$ cat src/rtl/irq_ctrl_if.sv
// ----------------------------------------------------------------------------
// irq_ctrl_if
//   CPU-side register/handshake bundle of the interrupt controller.
//
//   Parameters
//     WIDTH      vector width; the controller serves N = 1 << WIDTH sources
//
//   Signals (direction seen from the CPU, i.e. the master modport)
//     en_we      out  write strobe for the enable register
//     en_wdata   out  N-bit enable mask loaded on en_we
//     clr_we     out  write strobe for pending-clear
//     clr_wdata  out  N-bit write-1-to-clear mask for pending
//     ack        out  CPU accepts the presented interrupt
//     eoi        out  CPU finished servicing the interrupt
//     irq        in   interrupt request
//     vector     in   WIDTH-bit index of the presented source
//     busy       in   an interrupt is in service
//     pending    in   pending register readback
//     enable     in   enable register readback
//
//   The controller connects through the slave modport.
// ----------------------------------------------------------------------------
interface irq_ctrl_if #(
    parameter int WIDTH = 4
);
    localparam int N = 1 << WIDTH;

    logic             en_we;
    logic [N-1:0]     en_wdata;
    logic             clr_we;
    logic [N-1:0]     clr_wdata;
    logic             ack;
    logic             eoi;
    logic             irq;
    logic [WIDTH-1:0] vector;
    logic             busy;
    logic [N-1:0]     pending;
    logic [N-1:0]     enable;

    modport master (
        output en_we,
        output en_wdata,
        output clr_we,
        output clr_wdata,
        output ack,
        output eoi,
        input  irq,
        input  vector,
        input  busy,
        input  pending,
        input  enable
    );

    modport slave (
        input  en_we,
        input  en_wdata,
        input  clr_we,
        input  clr_wdata,
        input  ack,
        input  eoi,
        output irq,
        output vector,
        output busy,
        output pending,
        output enable
    );
endinterface

$ cat src/rtl/irq_ctrl.sv
// ----------------------------------------------------------------------------
// irq_ctrl
//   Edge-triggered interrupt controller for N = 1 << WIDTH sources.
//   Rising edges on src are latched into a pending register, masked by an
//   enable register, and the highest-numbered active source is presented to
//   the CPU as irq/vector. The request is sequenced through an ack / eoi
//   handshake so that only one interrupt is ever in service.
//
//   Ports
//     clk   in   system clock, all state changes on the rising edge
//     rst   in   synchronous active-high reset
//     src   in   N interrupt source levels; a 0->1 transition is an event
//     bus   slave side of irq_ctrl_if (register writes, ack/eoi handshake,
//           irq/vector/busy and pending/enable readback)
//
//   Also contains prio_enc, the highest-index-wins priority encoder used for
//   source selection.
// ----------------------------------------------------------------------------

// ----------------------------------------------------------------------------
// prio_enc
//   Priority encoder: idx is the highest set index of req, valid = |req.
//   idx is 0 when req is all zero.
//
//   Ports
//     req    in   N request bits
//     idx    out  WIDTH-bit index of the highest set request
//     valid  out  at least one request bit is set
// ----------------------------------------------------------------------------
module prio_enc #(
    parameter int WIDTH = 4
) (
    input  logic [(1 << WIDTH)-1:0] req,
    output logic [WIDTH-1:0]        idx,
    output logic                    valid
);
    localparam int N = 1 << WIDTH;

    // Ascending scan: every later (higher) set bit overwrites the result,
    // so the highest set index is what remains at the end.
    always_comb begin
        idx = '0;
        for (int i = 0; i < N; i++) begin
            if (req[i]) begin
                idx = WIDTH'(i);
            end else begin
                idx = idx;
            end
        end
    end

    assign valid = |req;
endmodule

module irq_ctrl #(
    parameter int WIDTH = 4
) (
    input  logic                    clk,
    input  logic                    rst,
    input  logic [(1 << WIDTH)-1:0] src,
    irq_ctrl_if.slave               bus
);
    localparam int N = 1 << WIDTH;

    // Handshake FSM encoding; 2'b11 is unused and recovers to idle.
    localparam logic [1:0] ST_IDLE    = 2'd0;
    localparam logic [1:0] ST_REQ     = 2'd1;
    localparam logic [1:0] ST_SERVICE = 2'd2;

    // Registered state
    logic [1:0]       state_r;
    logic [WIDTH-1:0] vector_r;
    logic [N-1:0]     pending_r;
    logic [N-1:0]     enable_r;
    logic [N-1:0]     src_q_r;
    logic             irq_r;
    logic             busy_r;

    // Combinational next-state and helper terms
    logic [1:0]       state_nxt_s;
    logic [WIDTH-1:0] vector_nxt_s;
    logic [N-1:0]     pending_nxt_s;
    logic [N-1:0]     enable_nxt_s;
    logic [N-1:0]     event_s;
    logic [N-1:0]     masked_s;
    logic [N-1:0]     clr_mask_s;
    logic [N-1:0]     ack_mask_s;
    logic [WIDTH-1:0] sel_s;
    logic             any_s;
    logic             ack_take_s;

    // Source history for edge detection. It is loaded during reset as well,
    // so a source already high when reset is released is not an event.
    always_ff @(posedge clk) begin
        src_q_r <= src;
    end

    assign event_s  = src & ~src_q_r;

    // Selection always works on the current register contents.
    assign masked_s = pending_r & enable_r;

    prio_enc #(
        .WIDTH (WIDTH)
    ) u_prio_enc (
        .req   (masked_s),
        .idx   (sel_s),
        .valid (any_s)
    );

    // Handshake FSM next-state and vector selection. In REQ an ack wins over
    // everything else; without ack the vector follows the current winner, so a
    // higher source can preempt before acknowledge, and a withdrawn request
    // (cleared or disabled) falls back to idle.
    always_comb begin
        state_nxt_s  = state_r;
        vector_nxt_s = vector_r;
        ack_take_s   = 1'b0;
        case (state_r)
            ST_IDLE: begin
                if (any_s) begin
                    state_nxt_s  = ST_REQ;
                    vector_nxt_s = sel_s;
                end else begin
                    state_nxt_s  = ST_IDLE;
                end
            end
            ST_REQ: begin
                if (bus.ack) begin
                    state_nxt_s = ST_SERVICE;
                    ack_take_s  = 1'b1;
                end else if (any_s) begin
                    state_nxt_s  = ST_REQ;
                    vector_nxt_s = sel_s;
                end else begin
                    state_nxt_s = ST_IDLE;
                end
            end
            ST_SERVICE: begin
                if (bus.eoi) begin
                    state_nxt_s = ST_IDLE;
                end else begin
                    state_nxt_s = ST_SERVICE;
                end
            end
            default: begin
                state_nxt_s  = ST_IDLE;
                vector_nxt_s = '0;
            end
        endcase
    end

    // Pending update: software clear and accepted-ack clear are merged into
    // one clear mask; new events are OR-ed in last so a set always beats a
    // clear in the same cycle and no event is lost.
    always_comb begin
        ack_mask_s           = '0;
        ack_mask_s[vector_r] = ack_take_s;
        if (bus.clr_we) begin
            clr_mask_s = bus.clr_wdata | ack_mask_s;
        end else begin
            clr_mask_s = ack_mask_s;
        end
        pending_nxt_s = (pending_r & ~clr_mask_s) | event_s;
    end

    // Enable register write; independent of any clear in the same cycle.
    always_comb begin
        if (bus.en_we) begin
            enable_nxt_s = bus.en_wdata;
        end else begin
            enable_nxt_s = enable_r;
        end
    end

    // Controller state registers. irq and busy are registered decodes of the
    // next state, so they always equal (state == REQ) / (state == SERVICE)
    // without any combinational path from inputs to outputs.
    always_ff @(posedge clk) begin
        if (rst) begin
            state_r   <= ST_IDLE;
            vector_r  <= '0;
            pending_r <= '0;
            enable_r  <= '0;
            irq_r     <= 1'b0;
            busy_r    <= 1'b0;
        end else begin
            state_r   <= state_nxt_s;
            vector_r  <= vector_nxt_s;
            pending_r <= pending_nxt_s;
            enable_r  <= enable_nxt_s;
            irq_r     <= (state_nxt_s == ST_REQ);
            busy_r    <= (state_nxt_s == ST_SERVICE);
        end
    end

    assign bus.irq     = irq_r;
    assign bus.busy    = busy_r;
    assign bus.vector  = vector_r;
    assign bus.pending = pending_r;
    assign bus.enable  = enable_r;
endmodule

$ cat src/flat_wrapper.sv
// flat-port wrapper written by rule: the top's interface ports become plain ports
module irq_ctrl_flat 
#(
    parameter int WIDTH = 4
)
  (clk, rst, src, bus_en_we, bus_en_wdata, bus_clr_we, bus_clr_wdata, bus_ack, bus_eoi, bus_irq, bus_vector, bus_busy, bus_pending, bus_enable);
  irq_ctrl_if #(.WIDTH(WIDTH)) bus_i ();
  input  logic clk;
  input  logic rst;
  input  logic [(1 << WIDTH)-1:0] src;
  input wire logic [$bits(bus_i.en_we)-1:0] bus_en_we;
  input wire logic [$bits(bus_i.en_wdata)-1:0] bus_en_wdata;
  input wire logic [$bits(bus_i.clr_we)-1:0] bus_clr_we;
  input wire logic [$bits(bus_i.clr_wdata)-1:0] bus_clr_wdata;
  input wire logic [$bits(bus_i.ack)-1:0] bus_ack;
  input wire logic [$bits(bus_i.eoi)-1:0] bus_eoi;
  output wire logic [$bits(bus_i.irq)-1:0] bus_irq;
  output wire logic [$bits(bus_i.vector)-1:0] bus_vector;
  output wire logic [$bits(bus_i.busy)-1:0] bus_busy;
  output wire logic [$bits(bus_i.pending)-1:0] bus_pending;
  output wire logic [$bits(bus_i.enable)-1:0] bus_enable;
  assign bus_i.en_we = bus_en_we;
  assign bus_i.en_wdata = bus_en_wdata;
  assign bus_i.clr_we = bus_clr_we;
  assign bus_i.clr_wdata = bus_clr_wdata;
  assign bus_i.ack = bus_ack;
  assign bus_i.eoi = bus_eoi;
  assign bus_irq = bus_i.irq;
  assign bus_vector = bus_i.vector;
  assign bus_busy = bus_i.busy;
  assign bus_pending = bus_i.pending;
  assign bus_enable = bus_i.enable;
  irq_ctrl #(.WIDTH(WIDTH)) u_core (.clk(clk), .rst(rst), .src(src), .bus(bus_i));
endmodule
$ cat config.mk
export PLATFORM = sky130hd
export DESIGN_NAME = irq_ctrl_flat
export DESIGN_NICKNAME = d
export VERILOG_FILES = /design/src/rtl/irq_ctrl_if.sv /design/src/rtl/irq_ctrl.sv /design/src/flat_wrapper.sv
export SDC_FILE = /design/constraint.sdc
export NUM_CORES = 1
export LEC_CHECK = 0
export ABC_AREA = 1
export BUFFER_PORTS_ARGS = -buffer_cell sky130_fd_sc_hd__buf_2
export CAP_MARGIN = 20
export CORE_MARGIN = 3
export CORE_UTILIZATION = 35
export DETAILED_ROUTE_END_ITERATION = 8
export SETUP_SLACK_MARGIN = 0.3
export SYNTH_ARGS = -nofsm -noshare
export SYNTH_HDL_FRONTEND = slang
export SYNTH_SLANG_ARGS = --single-unit
$ cat constraint.sdc
create_clock -name clk -period 1.4 [get_ports clk]
set_input_delay 0.21 -clock clk [delete_from_list [all_inputs] [get_ports clk]]
set_output_delay 0.21 -clock clk [all_outputs]
set_load 0.05 [all_outputs]
==> results of run 1 <==
## sequential cells by signal (all words and copies together) (netlist names)
name                count
u_core.bus.enable      16
u_core.bus.pending     16
u_core.src_q_r         16
u_core.bus.vector       4
u_core.state_r          2
u_core.bus.busy         1
u_core.bus.irq          1
## area by class of cell
class / instances / area [µm²] / area share (%)
sequential: 56 / 1250 / 35.3
multi-input combinational: 198 / 1060 / 29.9
timing repair buffer: 121 / 930 / 26.3
inverter: 29 / 116 / 3.29
tap: 75 / 93.8 / 2.65
clock buffer: 7 / 86.3 / 2.44
clock inverter: 1 / 6.26 / 0.177
## cell families after synthesis
logic type	Yosys count
buffers and inverters	36
AND/OR/NAND/NOR	151
AO/OA/AOI/OAI	47
flip-flops	56
## cell usage in the layout (no fill, tap or decap), drive strengths merged
cell type    Yosys  routed
buf              1     114
nand2           77      77
dfxtp           56      56
nor2            47      47
inv             28      27
nand3           24      24
a21oi           19      19
o21ai           18      18
clkbuf           6       8
dlygate4sd3      0       6
a22oi            5       5
nor3             3       3
clkinvlp         0       2
o21a             2       2
a31oi            1       1
o31ai            1       1
o22ai            1       1
clkinv           1       1
## per-stage QoR
step	utilization [%]	worst slack [ns]	total power (W)	cells	TNS, ns
final	59.1	0.0166	0.00379	487	0
after global routing	59.1	-0.0989	0.00399	487	-0.409
after CTS	53.9	0.0777	0.00366	474	0
after detailed placement	48.4	0.0834	0.00262	455	0
after global placement	48.4	0.0940	0.00261	455	0
after floorplan	-	0.109	0.00236	290	0
## worst max-delay path, cell delays in order (launching register included)
cell and delay [ns]:
dfxtp_4 0.36, nand2_4 0.07, nand2_2 0.05, inv_2 0.05, nand3_2 0.06, nor3_2 0.17, nand3_2 0.10, nand3_4 0.12
nand2_4 0.08, nor2_4 0.11, inv_2 0.06, nor2_2 0.09
## power breakdown
group,total [W],switching [W],leakage [nW],internal (W)
Clock,0.000924,0.000519,0.0488,0.000405
Sequential,0.00180,0.000105,0.488,0.00169
Combinational,0.00107,0.000635,1.17,0.000432
Total,0.00379,0.00126,1.71,0.00253
## per-layer routing
layer	global-route usage, %	routed length (µm)
met1	22.6	2890
met2	28.9	3040
met3	3.98	323
met4	5.90	119
met5	0	0
## synth_stat cells, types with 2 or more instances
| cell | instances | area [µm²] |
|---|---|---|
| nand2_1 | 75 | 282 |
| dfxtp_1 | 56 | 1120 |
| nor2_1 | 45 | 169 |
| inv_1 | 25 | 93.8 |
| nand3_1 | 21 | 105 |
| a21oi_1 | 19 | 95.1 |
| o21ai_0 | 18 | 90.1 |
| clkbuf_1 | 6 | 22.5 |
| a22oi_1 | 5 | 37.5 |
| inv_2 | 3 | 11.3 |
| nand3_2 | 2 | 20.0 |
| nor3_2 | 2 | 20.0 |
| o21a_1 | 2 | 15.0 |
## what timing repair did
action,CTS,global route
resized for setup,52,55
setup buffers,9,9
hold buffers,2,4
endpoints found under the setup margin,58,50
pin swaps,2,16
endpoints found under the hold margin,2,4
## how the worst max path moves through the flow
| stage | startpoint | end | slack [ns] | cells after the start |
|---|---|---|---|---|
| after detailed placement | u_core.bus.pending[4] | u_core.bus.busy | 0.08 | 11 |
| after CTS | u_core.bus.pending[1] | u_core.bus.vector[0] | 0.08 | 18 |
| after global placement | u_core.bus.enable[1] | u_core.bus.vector[0] | 0.09 | 18 |
| after global routing | u_core.bus.pending[1] | u_core.bus.vector[0] | -0.1 | 18 |
| after floorplan | u_core.bus.pending[4] | u_core.bus.vector[2] | 0.11 | 9 |
| final | u_core.bus.pending[4] | u_core.state_r[1] | 0.02 | 11 |
==> flow_metrics.py, run 1 <==
metrics = {
    "sta": {
        "fmax_mhz": 723,
        "worst_pin_slew_ns": 0.445,
        "drv_slew": 0,
        "slew_headroom_pct": 70.3,
        "fin_crit_sh_pct": 98.8,
        "rsz0062_at_grt": "true",
        "final_hold_viol_count": 0,
        "finalSetupViolCount": 0,
        "min_period_ns": 1.38,
        "hold_slack_ns": 0.00887,
        "fin_skew_ns": 0.00289,
    },
    "place": {
        "dpl_cell_area_um2": 2900,
        "io_buffers": 91,
        "dp_hpwl_mm": 4.68,
        "globalplace.congestion": 0.850,
    },
    "synth": {
        "synth_edf_count": 0,
        "async_reset_ff_share_pct": 0,
        "synth-simple-area-share_pct": 30.4,
        "syn_avg_cell_area_um2": 7.54,
        "synth.distinct_cells": 24,
        "synthMuxAreaShare_pct": 0,
        "ys_ff_latch": 56,
        "yosysWarningCount": 0,
        "synth-main-ff-cell": "dfxtp_1",
        "synth_compound_area_share_pct": 12.1,
        "synth-xor-area-share_pct": 0,
        "syn-cell-area_um2": 2190,
        "synth_top_family_by_area": "simple AND/OR/NAND/NOR gates",
        "synth_fp_nets": 344,
        "synthAdderAreaFrac_pct": 0,
        "synthCells": 290,
        "synth-seq-area-share_pct": 51.3,
    },
    "die": {
        "die_h_um": 85.0,
        "dieWidth_um": 85.0,
        "core_um2": 5990,
        "rows": 28,
        "start_util_pct": 36.5,
        "dieArea_um2": 7230,
        "ioPinCount": 92,
    },
    "finish": {
        "fillers": 533,
        "area_growth_pct": 61.9,
        "drive_gt1_share_pct": 48.8,
        "n_antenna_cell": 0,
        "layout.nets": 465,
        "final_area_um2": 3540,
    },
    "worst_hold_path": {
        "min_from": "src[8]",
        "whs_endpoint": "u_core.src_q_r[8]",
        "hold_depth": 1,
        "worst_hold_path_type": "primary input to flop",
    },
    "routing": {
        "viasPerCell": 4.60,
        "firstDrtPassIters": 4,
        "drt-initial-drc-count": 79,
        "vias": 2242,
        "drtAntennaViolNets": 0,
        "wl_mm": 6.37,
        "drc": 0,
        "wl_per_cell_um": 13.1,
    },
    "worst_setup_path": {
        "required_ns": 1.66,
        "worstReg2RegStart": "u_core.bus.pending[4]",
        "reg2reg_to": "u_core.state_r[1]",
        "crit_arrival_ns": 1.64,
        "reg2reg_depth": 11,
        "worstSetupStartpointType": "flop",
        "rrSetupSlack_ns": 0.02,
        "crit_type": "flop to flop",
        "crit_path_max_fanout": 5,
        "cp-end-kind": "flop",
    },
    "clocking": {
        "cts_buffers": 5,
        "cts_max_level": 2,
        "clock_sinks": 56,
        "clk_latency_ns": 0.31,
        "cts-root-buf": "clkbuf_8",
        "cts_tree": "yes",
        "clockBufferDepth": 2,
        "clk_pin_slew_worst_paths_ns": 0.10,
    },
    "run": {
        "cap_violations": 0,
    },
    "status": {
        "status": "finished clean",
    },
    "power": {
        "p_per_area_nw_per_um2": 1070,
        "peakVddDrop_uv": 613,
        "leakage_nw": 1.71,
    },
    "global_route": {
        "grt_overflow": 0,
        "grt_pass1_wl_mm": 10.3,
        "grt_max_degree": 21,
        "grt.total_usage_pct": 17.5,
        "antenna_found_initial": 0,
        "grt_pass1_vias": 2224,
    },
}
Power figures use the tool's default switching activity.
==> run 2, diff against run 1 <==
--- a/config.mk
+++ b/config.mk
@@ -11,6 +11,7 @@
 export CORE_MARGIN = 3
 export CORE_UTILIZATION = 35
 export DETAILED_ROUTE_END_ITERATION = 8
+export RECOVER_POWER = 25
 export SETUP_SLACK_MARGIN = 0.3
 export SYNTH_ARGS = -nofsm -noshare
 export SYNTH_HDL_FRONTEND = slang
==> run 2 against run 1 <==
Sequential power hardly changed. Worst setup slack barely moved. Clock-buffer cell count stayed put. First-iteration DRC count fell by 1.3%. Clock power about the same. Register-to-register slack barely moved. Global-route usage stayed put. Non-clock buffer count unchanged. Critical path depth is the same. Design area down 0.25%. Largest power group unchanged. Highest routed layer unchanged.
==> flow_metrics.py, run 2 (synthesis gave the netlist of run 1 again) <==
metrics = {
    "place": {
        "dp_hpwl_mm": 4.68,
        "dp_slack_ns": 0.0834,
        "io_buffers": 91,
        "globalplace.congestion": 0.850,
    },
    "worst_setup_path": {
        "crit_type": "flop to flop",
        "crit_path_max_fanout": 5,
        "required_ns": 1.66,
        "crit_arrival_ns": 1.64,
        "cp-end-kind": "flop",
        "worstSetupStartpointType": "flop",
    },
    "power": {
        "leakage_nw": 1.69,
        "power_switching_share_pct": 33.3,
        "power_frac_seq_pct": 47.5,
        "combPwrFrac_pct": 28.1,
        "switching_power_w": 0.00126,
        "p_per_area_nw_per_um2": 1070,
        "peakVddDrop_uv": 611,
        "internal_power_w": 0.00253,
        "pwr-share-clk_pct": 24.4,
    },
    "run": {
        "cap_violations": 0,
    },
    "sta": {
        "fin_skew_ns": 0.00277,
        "slew_headroom_pct": 70.3,
        "min_period_ns": 1.38,
        "fin_crit_sh_pct": 98.8,
        "finalSetupViolCount": 0,
        "rsz0062_at_grt": "true",
        "setup_ws_ns": 0.0164,
        "worst_pin_slew_ns": 0.445,
        "drv_slew": 0,
        "hold_slack_ns": 0.00887,
        "final_hold_viol_count": 0,
        "fmax_mhz": 723,
    },
    "global_route": {
        "grt_use_met3_pct": 3.98,
        "grt_pass1_vias": 2224,
        "antenna_found_initial": 0,
        "busiest_layer": "met2",
        "grt.met2_usage_pct": 28.9,
        "grt.total_usage_pct": 17.5,
        "use_met1_pct": 22.6,
        "grt_overflow": 0,
        "grt_pass1_wl_mm": 10.3,
        "grt_max_degree": 21,
    },
    "finish": {
        "n_antenna_cell": 0,
        "final_cell_mix": "nand2_1, buf_2, nor2_1, dfxtp_4, buf_4",
        "final_common_cell": "nand2_1",
        "drive_gt1_share_pct": 47.1,
        "layout.nets": 465,
        "post-route-util_pct": 58.9,
        "area_growth_pct": 61.5,
    },
    "status": {
        "status": "finished clean",
    },
    "clocking": {
        "clk_latency_ns": 0.31,
        "cts-root-buf": "clkbuf_8",
        "cts_buffers": 5,
        "cts_max_level": 2,
        "clk_pin_slew_worst_paths_ns": 0.10,
        "clockBufferDepth": 2,
        "clock_sinks": 56,
        "cts_tree": "yes",
    },
    "routing": {
        "wl_mm": 6.37,
        "drt-initial-drc-count": 78,
        "firstDrtPassIters": 4,
        "viasPerCell": 4.61,
        "drc": 0,
        "vias": 2243,
        "drtAntennaViolNets": 0,
        "wl_per_cell_um": 13.1,
    },
    "die": {
        "dieArea_um2": 7230,
        "rows": 28,
        "start_util_pct": 36.5,
        "core_um2": 5990,
        "dieWidth_um": 85.0,
        "ioPinCount": 92,
        "die_h_um": 85.0,
    },
    "worst_hold_path": {
        "worst_hold_path_type": "primary input to flop",
    },
}
==> run 2: cell types whose count changed in the layout (fill, tap and decap cells not counted), sizes merged <==
cell / before / now
buf: 114 / 107
clkbuf: 8 / 15
==> run 2: critical path, stage by stage (launching register included) <==
cell and delay, ns:
dfxtp_4 0.36, nand2_4 0.07, nand2_2 0.05, inv_2 0.05, nand3_2 0.06, nor3_2 0.17
nand3_2 0.10, nand3_4 0.12, nand2_4 0.08, nor2_4 0.11, inv_2 0.06, nor2_2 0.09
==> run 2: cell type report <==
type                    count  area, µm²
fillers                   537       2460
multi-input cells         198       1060
repair buffers            121        921
inverters                  29        116
clock inverters             1       6.26
clock buffers               7       86.3
well taps                  75       93.8
flip-flops and latches     56       1250
==> run 2: power groups by stage <==
stage | sequential (W) | combinational, W | clock [W]
after global routing | 0.00181 | 0.00115 | 0.00103
final | 0.00180 | 0.00106 | 0.000924
after detailed placement | 0.00181 | 0.000806 | 0
after floorplan | 0.00207 | 0.000289 | 0
after CTS | 0.00178 | 0.000927 | 0.000958
after global placement | 0.00181 | 0.000802 | 0
==> run 2: repair_timing <==
action                     in CTS  in global routing
resized for setup              52                 55
setup buffers                   9                  9
hold endpoints to repair        2                  4
hold buffers                    2                  4
pin swaps                       2                 16
cloned                          0                  0
setup endpoints to repair      58                 50
==> run 2: final timing paths <==
| check | startpoint | end | slack [ns] | cells after the start |
|---|---|---|---|---|
| max | u_core.bus.pending[4] | u_core.state_r[1] | 0.02 | 11 |
| max reg2reg | u_core.bus.pending[4] | u_core.state_r[1] | 0.02 | 11 |
| min | src[8] | u_core.src_q_r[8] | 0.009 | 1 |
| min reg2reg | u_core.src_q_r[13] | u_core.bus.pending[13] | 0.48 | 3 |
==> run 2: per-stage QoR <==
| stage | setup TNS [ns] | area (µm²) | total power (W) | instances |
|---|---|---|---|---|
| 2_1_floorplan | 0 | 2330 | 0.00236 | 290 |
| 3_3_place_gp | 0 | 2900 | 0.00261 | 455 |
| 3_5_place_dp | 0 | 2900 | 0.00262 | 455 |
| 4_1_cts | 0 | 3230 | 0.00366 | 474 |
| 5_1_grt | -0.409 | 3530 | 0.00398 | 487 |
| 6_report | 0 | 3530 | 0.00379 | 487 |
==> run 2: metal layers <==
layer | share of wire [%] | vias up
li1 | - | 1176
met1 | 45 | 995
met2 | 48 | 62
met3 | 5.1 | 10
met4 | 1.9 | 0
met5 | 0 | -
